$ cat config.mk
export PLATFORM = sky130hd
export DESIGN_NAME = controle_fechadura
export DESIGN_NICKNAME = d
export VERILOG_FILES = /design/src/rtl/controle_fechadura.sv
export SDC_FILE = /design/constraint.sdc
export NUM_CORES = 1
export LEC_CHECK = 0
export CORE_ASPECT_RATIO = 0.6
export CORE_MARGIN = 4
export CORE_UTILIZATION = 30
export CTS_BUF_LIST = sky130_fd_sc_hd__clkbuf_16
export DETAILED_ROUTE_END_ITERATION = 10
export MAX_ROUTING_LAYER = met4
export PLACE_DENSITY = 0.43
export SETUP_SLACK_MARGIN = 0.3
export SKIP_CTS_REPAIR_TIMING = 1
export SYNTH_ARGS = -nofsm -noshare
export SYNTH_HDL_FRONTEND = slang
export SYNTH_SLANG_ARGS = --single-unit
$ cat constraint.sdc
create_clock -name clock -period 2 [get_ports clock]
set_input_delay 0.3 -clock clock [delete_from_list [all_inputs] [get_ports clock]]
set_output_delay 0.3 -clock clock [all_outputs]
set_load 0.03 [all_outputs]
$ cat src/rtl/controle_fechadura.sv
// Serial combination lock sequencer: frames keyed bits, checks them against the password,
// drives the LEDs, counts failures and enforces lockout. CONTROLE_FECHADURA_PROG_EN enables reprogramming.
module controle_fechadura #(
   parameter int                N_BITS       = 6,
   parameter logic [N_BITS-1:0] SENHA_PADRAO = 6'b101100,
   parameter int                MAX_ERROS    = 3,
   parameter int                T_ABERTO     = 4,
   parameter int                T_ERRO       = 2,
   parameter int                T_BLOQUEIO   = 16,
   parameter int                T_INATIVO    = 8
) (
   input  logic                           clock,
   input  logic                           reset_n,
   input  logic                           X,
   input  logic                           bit_valid,
   input  logic                           prog,
   output logic                           LedVerde,
   output logic                           LedVermelho,
   output logic                           LedBloqueio,
   output logic [$clog2(MAX_ERROS+1)-1:0] tentativas
);

   function automatic int maior(input int a, input int b);
      return (a > b) ? a : b;
   endfunction

   localparam int T_MAX = maior(maior(T_ABERTO, T_ERRO), maior(T_BLOQUEIO, T_INATIVO));
   localparam int TW    = $clog2(T_MAX + 1);
   localparam int CW    = $clog2(N_BITS);
   localparam int EW    = $clog2(MAX_ERROS + 1);

   localparam logic [TW-1:0] FIM_ABERTO    = TW'(T_ABERTO - 1);
   localparam logic [TW-1:0] FIM_ERRO      = TW'(T_ERRO - 1);
   localparam logic [TW-1:0] FIM_BLOQUEIO  = TW'(T_BLOQUEIO - 1);
   localparam logic [TW-1:0] FIM_INATIVO   = TW'(T_INATIVO - 1);
   localparam logic [CW-1:0] ULTIMO_BIT    = CW'(N_BITS - 1);
   localparam logic [EW-1:0] LIMITE_ERROS  = EW'(MAX_ERROS);

   function automatic logic [EW-1:0] incr_sat(input logic [EW-1:0] v);
      return (v == LIMITE_ERROS) ? v : v + EW'(1);
   endfunction

   typedef enum logic [2:0] {
      OCIOSO, RECEBENDO, VERIFICA, ABERTO, ERRO, BLOQUEADO
`ifdef CONTROLE_FECHADURA_PROG_EN
      , PROGRAMA
`endif
   } estado_t;

   estado_t           estado, estado_n;
   logic [TW-1:0]     timer, timer_n;
   logic [CW-1:0]     cont, cont_n;
   logic [N_BITS-1:0] desloc, desloc_n, desloc_bit;
   logic [EW-1:0]     tent, tent_n, tent_inc;
   logic [N_BITS-1:0] senha_ref;

`ifdef CONTROLE_FECHADURA_PROG_EN
   logic [N_BITS-1:0] senha, senha_n;
   assign senha_ref = senha;
`else
   logic unused_prog;
   assign unused_prog = prog;
   assign senha_ref   = SENHA_PADRAO;
`endif

   assign desloc_bit = {desloc[N_BITS-2:0], X};
   assign tent_inc   = incr_sat(tent);

   always_ff @(posedge clock) begin
      if (!reset_n) begin
         estado <= OCIOSO;
         timer  <= '0;
         cont   <= '0;
         desloc <= '0;
         tent   <= '0;
`ifdef CONTROLE_FECHADURA_PROG_EN
         senha  <= SENHA_PADRAO;
`endif
      end else begin
         estado <= estado_n;
         timer  <= timer_n;
         cont   <= cont_n;
         desloc <= desloc_n;
         tent   <= tent_n;
`ifdef CONTROLE_FECHADURA_PROG_EN
         senha  <= senha_n;
`endif
      end
   end

   // Every transition that changes state also zeroes the timer, so each state starts counting at 0.
   always_comb begin
      estado_n = estado;
      timer_n  = timer + TW'(1);
      cont_n   = cont;
      desloc_n = desloc;
      tent_n   = tent;
`ifdef CONTROLE_FECHADURA_PROG_EN
      senha_n  = senha;
`endif
      case (estado)
         OCIOSO: begin
            timer_n = '0;
            if (bit_valid) begin
               desloc_n = desloc_bit;
               cont_n   = CW'(1);
               estado_n = RECEBENDO;
            end
         end
         RECEBENDO: begin
            if (bit_valid) begin
               desloc_n = desloc_bit;
               timer_n  = '0;
               if (cont == ULTIMO_BIT) begin
                  cont_n   = '0;
                  estado_n = VERIFICA;
               end else begin
                  cont_n = cont + CW'(1);
               end
            end else if (timer == FIM_INATIVO) begin
               timer_n  = '0;
               cont_n   = '0;
               estado_n = OCIOSO;
            end
         end
         VERIFICA: begin
            timer_n = '0;
            if (desloc == senha_ref) begin
               tent_n   = '0;
               estado_n = ABERTO;
            end else begin
               tent_n   = tent_inc;
               estado_n = (tent_inc == LIMITE_ERROS) ? BLOQUEADO : ERRO;
            end
         end
         ABERTO: begin
`ifdef CONTROLE_FECHADURA_PROG_EN
            if (prog) begin
               timer_n  = '0;
               cont_n   = '0;
               estado_n = PROGRAMA;
            end else
`endif
            if (timer == FIM_ABERTO) begin
               timer_n  = '0;
               estado_n = OCIOSO;
            end
         end
         ERRO: begin
            if (timer == FIM_ERRO) begin
               timer_n  = '0;
               estado_n = OCIOSO;
            end
         end
         BLOQUEADO: begin
            if (timer == FIM_BLOQUEIO) begin
               timer_n  = '0;
               tent_n   = '0;
               estado_n = OCIOSO;
            end
         end
`ifdef CONTROLE_FECHADURA_PROG_EN
         PROGRAMA: begin
            if (bit_valid) begin
               desloc_n = desloc_bit;
               timer_n  = '0;
               if (cont == ULTIMO_BIT) begin
                  senha_n  = desloc_bit;
                  cont_n   = '0;
                  estado_n = OCIOSO;
               end else begin
                  cont_n = cont + CW'(1);
               end
            end else if (timer == FIM_INATIVO) begin
               timer_n  = '0;
               cont_n   = '0;
               estado_n = OCIOSO;
            end
         end
`endif
         default: begin
            timer_n  = '0;
            cont_n   = '0;
            estado_n = OCIOSO;
         end
      endcase
   end

   assign LedVerde    = (estado == ABERTO);
   assign LedVermelho = (estado == ERRO) || (estado == BLOQUEADO);
   assign LedBloqueio = (estado == BLOQUEADO);
   assign tentativas  = tent;

endmodule

==> qor.csv, run 1 <==
stage,metric,value,unit
synthesis,synthFlopType,dfxtp_1,
layout,nets,143,
floorplan,core,3320,um2
synthesis,seq_area_frac_synth,0.360,
status,status,"complete, no violations",
sta,hold_slack,0.471,ns
worst_setup_path,required,2.17,ns
worst_setup_path,crit_arrival,1.82,ns
worst_setup_path,endpoint_kind,flop,
route,num_vias,855,
layout,fin_util,0.412,
cts,insertion_delay,0.25,ns
sta,fin_crit_sh,0.825,
worst_setup_path,r2r_start,timer[1]$_SDFF_PN0_,
sta,fmax,606,MHz
route,initialDrtViolationCount,37,
grt,grt_pass1_wl,3910,um
cts,htreeDepth,1,
synthesis,synth_cell_type_count,41,
synthesis,synth-seq-cells,19,
layout,final_cell_mix,"15 x dfxtp_1, 12 x nor2_1, 9 x nand2_1, 9 x buf_4, 8 x a21oi_1",
placed_design,port_buffers,8,
synthesis,postSynthAreaPerCell,8.96,um2
sta,setup-tns-final,0,ns
layout,multi_input_area,681,um2
route,wl_per_cell,13.3,um
cts,cts_buffers,3,
synthesis,ys_warn_count,0,
route,viasPerCell,4.80,
placed_design,gp_congestion,0.682,
worst_setup_path,crit_fanout,4,
worst_setup_path,r2r-end,estado[1]$_SDFFE_PN0P_,
worst_setup_path,critPathLaunchType,flop,
floorplan,boundaryPins,10,
route,totalWireLength,2370,um
route,antenna_violating_nets_post_route,0,
floorplan,start_util,0.318,
worst_setup_path,ff2ff_path_depth,6,
placed_design,dp_hpwl,1760,um
cts,clk_pin_slew_worst_paths,0.05,ns
grt,grt_pass1_vias,777,
synthesis,synthCells,118,
power_and_ir_drop,total_power,1.21,mW
flow_run,cap_viol_max_count,0,
placed_design,dpl_cell_area,1220,um2
layout,syn_to_final_growth,29.6,%
synthesis,syn_nets,127,
min_path,hold_class,flop to flop,
grt,antenna_found_initial,0,
grt,grt_overflow,0,
sta,rsz0062_at_grt,true,
sta,worst_pin_slew,0.383,ns
power_and_ir_drop,p_per_area,883,nW/um2
cts,cts_buffer_depth,2,
sta,min_period,1.65,ns
cts,cts_sinks,19,
floorplan,die_h,54.0,um
layout,fill_cells,342,
layout,finalInstanceArea,1370,um2
synthesis,async_flop_share,0,
route,drcViolationCount,0,
floorplan,die_area,4570,um2
floorplan,num_rows,16,
worst_setup_path,startpoint,timer[1]$_SDFF_PN0_,
layout,drive_gt1_frac,0.233,
power_and_ir_drop,peakVddDrop,396,uV
layout,mostFrequentLayoutCell,dfxtp_1,
route,first_pass_iters,4,
sta,finalClockSkew,0.000934,ns
sta,final-setup-viol-count,0,
cts,cts_tree,built,
worst_setup_path,critPathKind,flop to flop,
cts,clockRootBuffer,clkbuf_16,
synthesis,syn_area,1060,um2
layout,ff_latch_area,388,um2
sta,slew_headroom,0.742,
worst_setup_path,worst-r2r-setup-slack,0.35,ns
floorplan,fp.dieW,84.6,um
grt,grtUsageTotal,0.115,
sta,maxSlewViolCount,0,
worst_setup_path,crit_path_end,estado[1]$_SDFFE_PN0P_,
synthesis,synth_edf_count,0,
layout,diodes,0,
grt,grt_start_max_net_pins,12,
sta,finalHoldViolations,0,
power_and_ir_drop,power.leakage,0.539,nW
==> registers in the layout (all words and copies together) (netlist names) <==
register / flops
tentativas: 2
timer: 5
estado: 3
cont: 3
desloc: 6
==> routing by layer <==
metal  global-route usage  vias up  share of wire
met1                0.158      392           0.59
met5                    -        -              0
met3               0.0428        2          0.037
li1                     -      450              -
met4               0.0316        0         0.0034
met2                0.156       11           0.37
==> worst min path at each step <==
stage | start | endpoint | slack (ns) | cells past startpoint
after floorplan | timer[0]$_SDFF_PN0_ | timer[0]$_SDFF_PN0_ | 0.43 | 1
after global placement | timer[0]$_SDFF_PN0_ | timer[0]$_SDFF_PN0_ | 0.45 | 1
after detailed placement | timer[0]$_SDFF_PN0_ | timer[0]$_SDFF_PN0_ | 0.47 | 1
after CTS | timer[0]$_SDFF_PN0_ | timer[0]$_SDFF_PN0_ | 0.48 | 1
after global routing | timer[0]$_SDFF_PN0_ | timer[0]$_SDFF_PN0_ | 0.49 | 1
final | timer[0]$_SDFF_PN0_ | timer[0]$_SDFF_PN0_ | 0.47 | 1
==> critical path: stages (launching register included) <==
cell and delay [ns]:
dfxtp_2 0.34, inv_2 0.06, ha_4 0.11, or4b_4 0.47
o211ai_4 0.25, o211ai_4 0.13, a211oi_2 0.21
==> synth_stat cells (2+ instances only) <==
master / number / area, um2
dfxtp_1: 19 / 380
nor2_1: 12 / 45.0
nand2_1: 9 / 33.8
a21oi_1: 8 / 40.0
mux2i_1: 7 / 70.1
inv_1: 6 / 22.5
nand3_1: 5 / 25.0
nor2b_1: 5 / 31.3
ha_1: 4 / 50.1
buf_2: 3 / 15.0
a21o_1: 2 / 15.0
clkbuf_1: 2 / 7.51
nand2b_1: 2 / 12.5
nand4b_1: 2 / 17.5
nor3_1: 2 / 10.0
o211ai_1: 2 / 15.0
o211ai_4: 2 / 42.5
o21ai_0: 2 / 10.0
or4b_1: 2 / 20.0
==> cell families (layout without fill, tap and decap cells) <==
logic type,count (synthesis),in the layout,synth area share
AND/OR/NAND/NOR,51,51,0.277
AO/OA/AOI/OAI,24,24,0.191
flip-flops,19,19,0.360
buffers and inverters,11,26,0.0426
multiplexers,7,7,0.0663
adder cells (fa/ha/maj),4,4,0.0473
XOR/XNOR,2,2,0.0166
==> where the power goes <==
part / switching, mW / internal, mW / total [mW]
Combinational: 0.188 / 0.172 / 0.360
Clock: 0.145 / 0.268 / 0.413
Sequential: 0.0300 / 0.407 / 0.437
Total: 0.363 / 0.847 / 1.21
==> metrics by stage <==
stage | cells | setup slack (ns)
finish | 178 | 0.350
global route | 178 | 0.243
CTS | 177 | 0.0274
detailed placement | 173 | 0.139
global placement | 173 | 0.155
floorplan | 118 | 0.312
==> cell type report <==
cell class | instances | share of cell area
Sequential cell | 19 | 0.283
Timing Repair Buffer | 16 | 0.104
Multi-Input combinational cell | 88 | 0.497
Inverter | 6 | 0.0164
Clock inverter | 1 | 0.00365
Tap cell | 45 | 0.0411
Clock buffer | 3 | 0.0548
Power figures use the tool's default switching activity.
==> inputs of run 2 (changes only) <==
--- a/config.mk
+++ b/config.mk
@@ -11,7 +11,7 @@
 export CTS_BUF_LIST = sky130_fd_sc_hd__clkbuf_16
 export DETAILED_ROUTE_END_ITERATION = 10
 export MAX_ROUTING_LAYER = met4
-export PLACE_DENSITY = 0.43
+export PLACE_DENSITY = 0.45
 export SETUP_SLACK_MARGIN = 0.3
 export SKIP_CTS_REPAIR_TIMING = 1
 export SYNTH_ARGS = -nofsm -noshare
==> constraint.sdc (replaced) <==
create_clock -name clock -period 1.4 [get_ports clock]
set_input_delay 0.21 -clock clock [delete_from_list [all_inputs] [get_ports clock]]
set_output_delay 0.21 -clock clock [all_outputs]
set_load 0.03 [all_outputs]
==> run 2 against run 1 <==
The flow now finishes with violations (negative setup slack); worst setup slack lost 0.60 ns; maximum frequency hardly changed; critical path type unchanged; register-to-register slack worse by 0.60 ns; global-route usage increased by 1.4 points; clock-buffer cell count unchanged; sequential cell count unchanged; hold slack worse by 0.055 ns; core utilization rose by 6.9 points; sequential share of layout area is 4.1 points lower; design area increased by 17%; final cell count up 12%; clock skew grew 0.0028 ns.
==> qor.csv, run 2 (synthesis results as in run 1) <==
stage,metric,value,unit
status,status,"complete, but fails checks",
status,violations,negative setup slack,
grt,grt_pass1_wl,4360,um
layout,largest_reg_flops,6,
flow_run,cap_viol_max_count,0,
route,antenna_violating_nets_post_route,0,
cts,cts_sinks,19,
grt,antenna_found_initial,0,
grt,grtUsageTotal,0.129,
sta,maxSlewViolCount,0,
layout,final_cell_mix,"24 x buf_4, 15 x dfxtp_1, 12 x nor2_1, 8 x nand2_1, 8 x a21oi_1",
sta,setup_slack,-0.251,ns
min_path,hold_class,input port to flop,
placed_design,dp_hpwl,2040,um
floorplan,start_util,0.318,
sta,final-setup-viol-count,15,
power_and_ir_drop,p_clk_frac,0.320,
route,viasPerCell,4.80,
floorplan,num_rows,16,
layout,drive_gt1_frac,0.409,
sta,setup-tns-final,-2.04,ns
layout,finalInstanceArea,1600,um2
layout,top_regs,"desloc (6), timer (5)",
sta,worst_pin_slew,0.267,ns
sta,slew_headroom,0.822,
cts,cts_buffer_depth,2,
route,first_pass_iters,4,
worst_setup_path,endpoint_kind,flop,
layout,syn_to_final_growth,51.2,%
cts,clk_pin_slew_worst_paths,0.05,ns
cts,cts_buffers,3,
sta,hold_slack,0.416,ns
floorplan,fp.dieW,84.6,um
cts,cts_tree,built,
cts,htreeDepth,1,
layout,mostFrequentLayoutCell,buf_4,
route,num_vias,955,
route,initialDrtViolationCount,46,
route,totalWireLength,2710,um
worst_setup_path,worst-r2r-setup-slack,-0.25,ns
sta,rsz0062_at_grt,true,
placed_design,dpl_cell_area,1400,um2
layout,largest-register,desloc,
sta,fmax,606,MHz
power_and_ir_drop,peakVddDrop,589,uV
worst_setup_path,required,1.58,ns
sta,finalClockSkew,0.00369,ns
sta,fin_crit_sh,1.18,
floorplan,boundaryPins,10,
grt,grt_overflow,0,
route,drcViolationCount,0,
power_and_ir_drop,internal_power,1.28,mW
floorplan,core,3320,um2
placed_design,port_buffers,8,
floorplan,die_area,4570,um2
sta,finalHoldViolations,0,
grt,grt_start_max_net_pins,16,
power_and_ir_drop,p_switching,0.572,mW
layout,nets,164,
power_and_ir_drop,power.leakage,0.638,nW
cts,insertion_delay,0.25,ns
power_and_ir_drop,seqPwrFrac,0.335,
worst_setup_path,crit_fanout,4,
power_and_ir_drop,switching_share,0.309,
floorplan,die_h,54.0,um
layout,diodes,0,
power_and_ir_drop,p_per_area,1160,nW/um2
worst_setup_path,crit_arrival,1.83,ns
sta,min_period,1.65,ns
worst_setup_path,critPathKind,flop to flop,
worst_setup_path,critPathLaunchType,flop,
route,wl_per_cell,13.6,um
power_and_ir_drop,comb_power_share,0.345,
grt,grt_pass1_vias,873,
placed_design,gp_congestion,0.744,
cts,clockRootBuffer,clkbuf_16,
[run 2: cell count changes in the layout (fill, tap and decap cells not counted), sizes merged]
cell / before / now
inv: 6 / 5
buf: 9 / 32
dlymetal6s2s: 2 / 1
clkinvlp: 0 / 1
clkbuf: 3 / 5
clkdlybuf4s50: 5 / 2
[run 2: layer usage]
| metal | track usage | wire length, um | part of all wire | vias to the layer above |
|---|---|---|---|---|
| met5 | - | 0 | 0 | - |
| met4 | 0.0316 | 27 | 0.010 | 0 |
| met3 | 0.0398 | 95 | 0.035 | 3 |
| met2 | 0.178 | 1080 | 0.40 | 16 |
| met1 | 0.181 | 1510 | 0.56 | 441 |
| li1 | - | - | - | 495 |
[run 2: final timing paths]
path,from,end,cells past startpoint
max,timer[1]$_SDFF_PN0_,estado[1]$_SDFFE_PN0P_,6
min,bit_valid,timer[2]$_SDFF_PN0_,3
max reg2reg,timer[1]$_SDFF_PN0_,estado[1]$_SDFFE_PN0P_,6
min reg2reg,tentativas[0]$_SDFFE_PN0P_,tentativas[0]$_SDFFE_PN0P_,2
[run 2: layout make-up]
cell class              count  area, um2
clock buffers               3       75.1
clock inverters             1       5.00
fillers                   334       1720
inverters                   6       26.3
multi-input cells          88        723
flip-flops and latches     19        388
well taps                  45       56.3
repair buffers             37        325
[run 2: power by group through the flow]
stage               clock network [mW]  logic (mW)  registers [mW]
floorplan                            0       0.415           0.632
global placement                     0       0.558           0.622
finish                           0.591       0.639           0.620
global route                     0.618       0.690           0.626
CTS                              0.609       0.564           0.609
detailed placement                   0       0.562           0.621
[run 2: worst max-delay path, cell delays in order (launching register included)]
cell and delay (ns):
dfxtp_2 0.33, inv_2 0.06, ha_4 0.11, or4b_4 0.49, o211ai_4 0.27, o211ai_4 0.12, a211oi_2 0.18
[run 2: metrics by stage]
step	cells	power, mW	utilization	setup slack (ns)
final	199	1.85	0.481	-0.251
after global routing	199	1.93	0.481	-0.311
after CTS	192	1.78	0.446	-0.280
after detailed placement	188	1.18	0.422	-0.352
after global placement	188	1.18	0.422	-0.311
after floorplan	118	1.05	-	-0.139
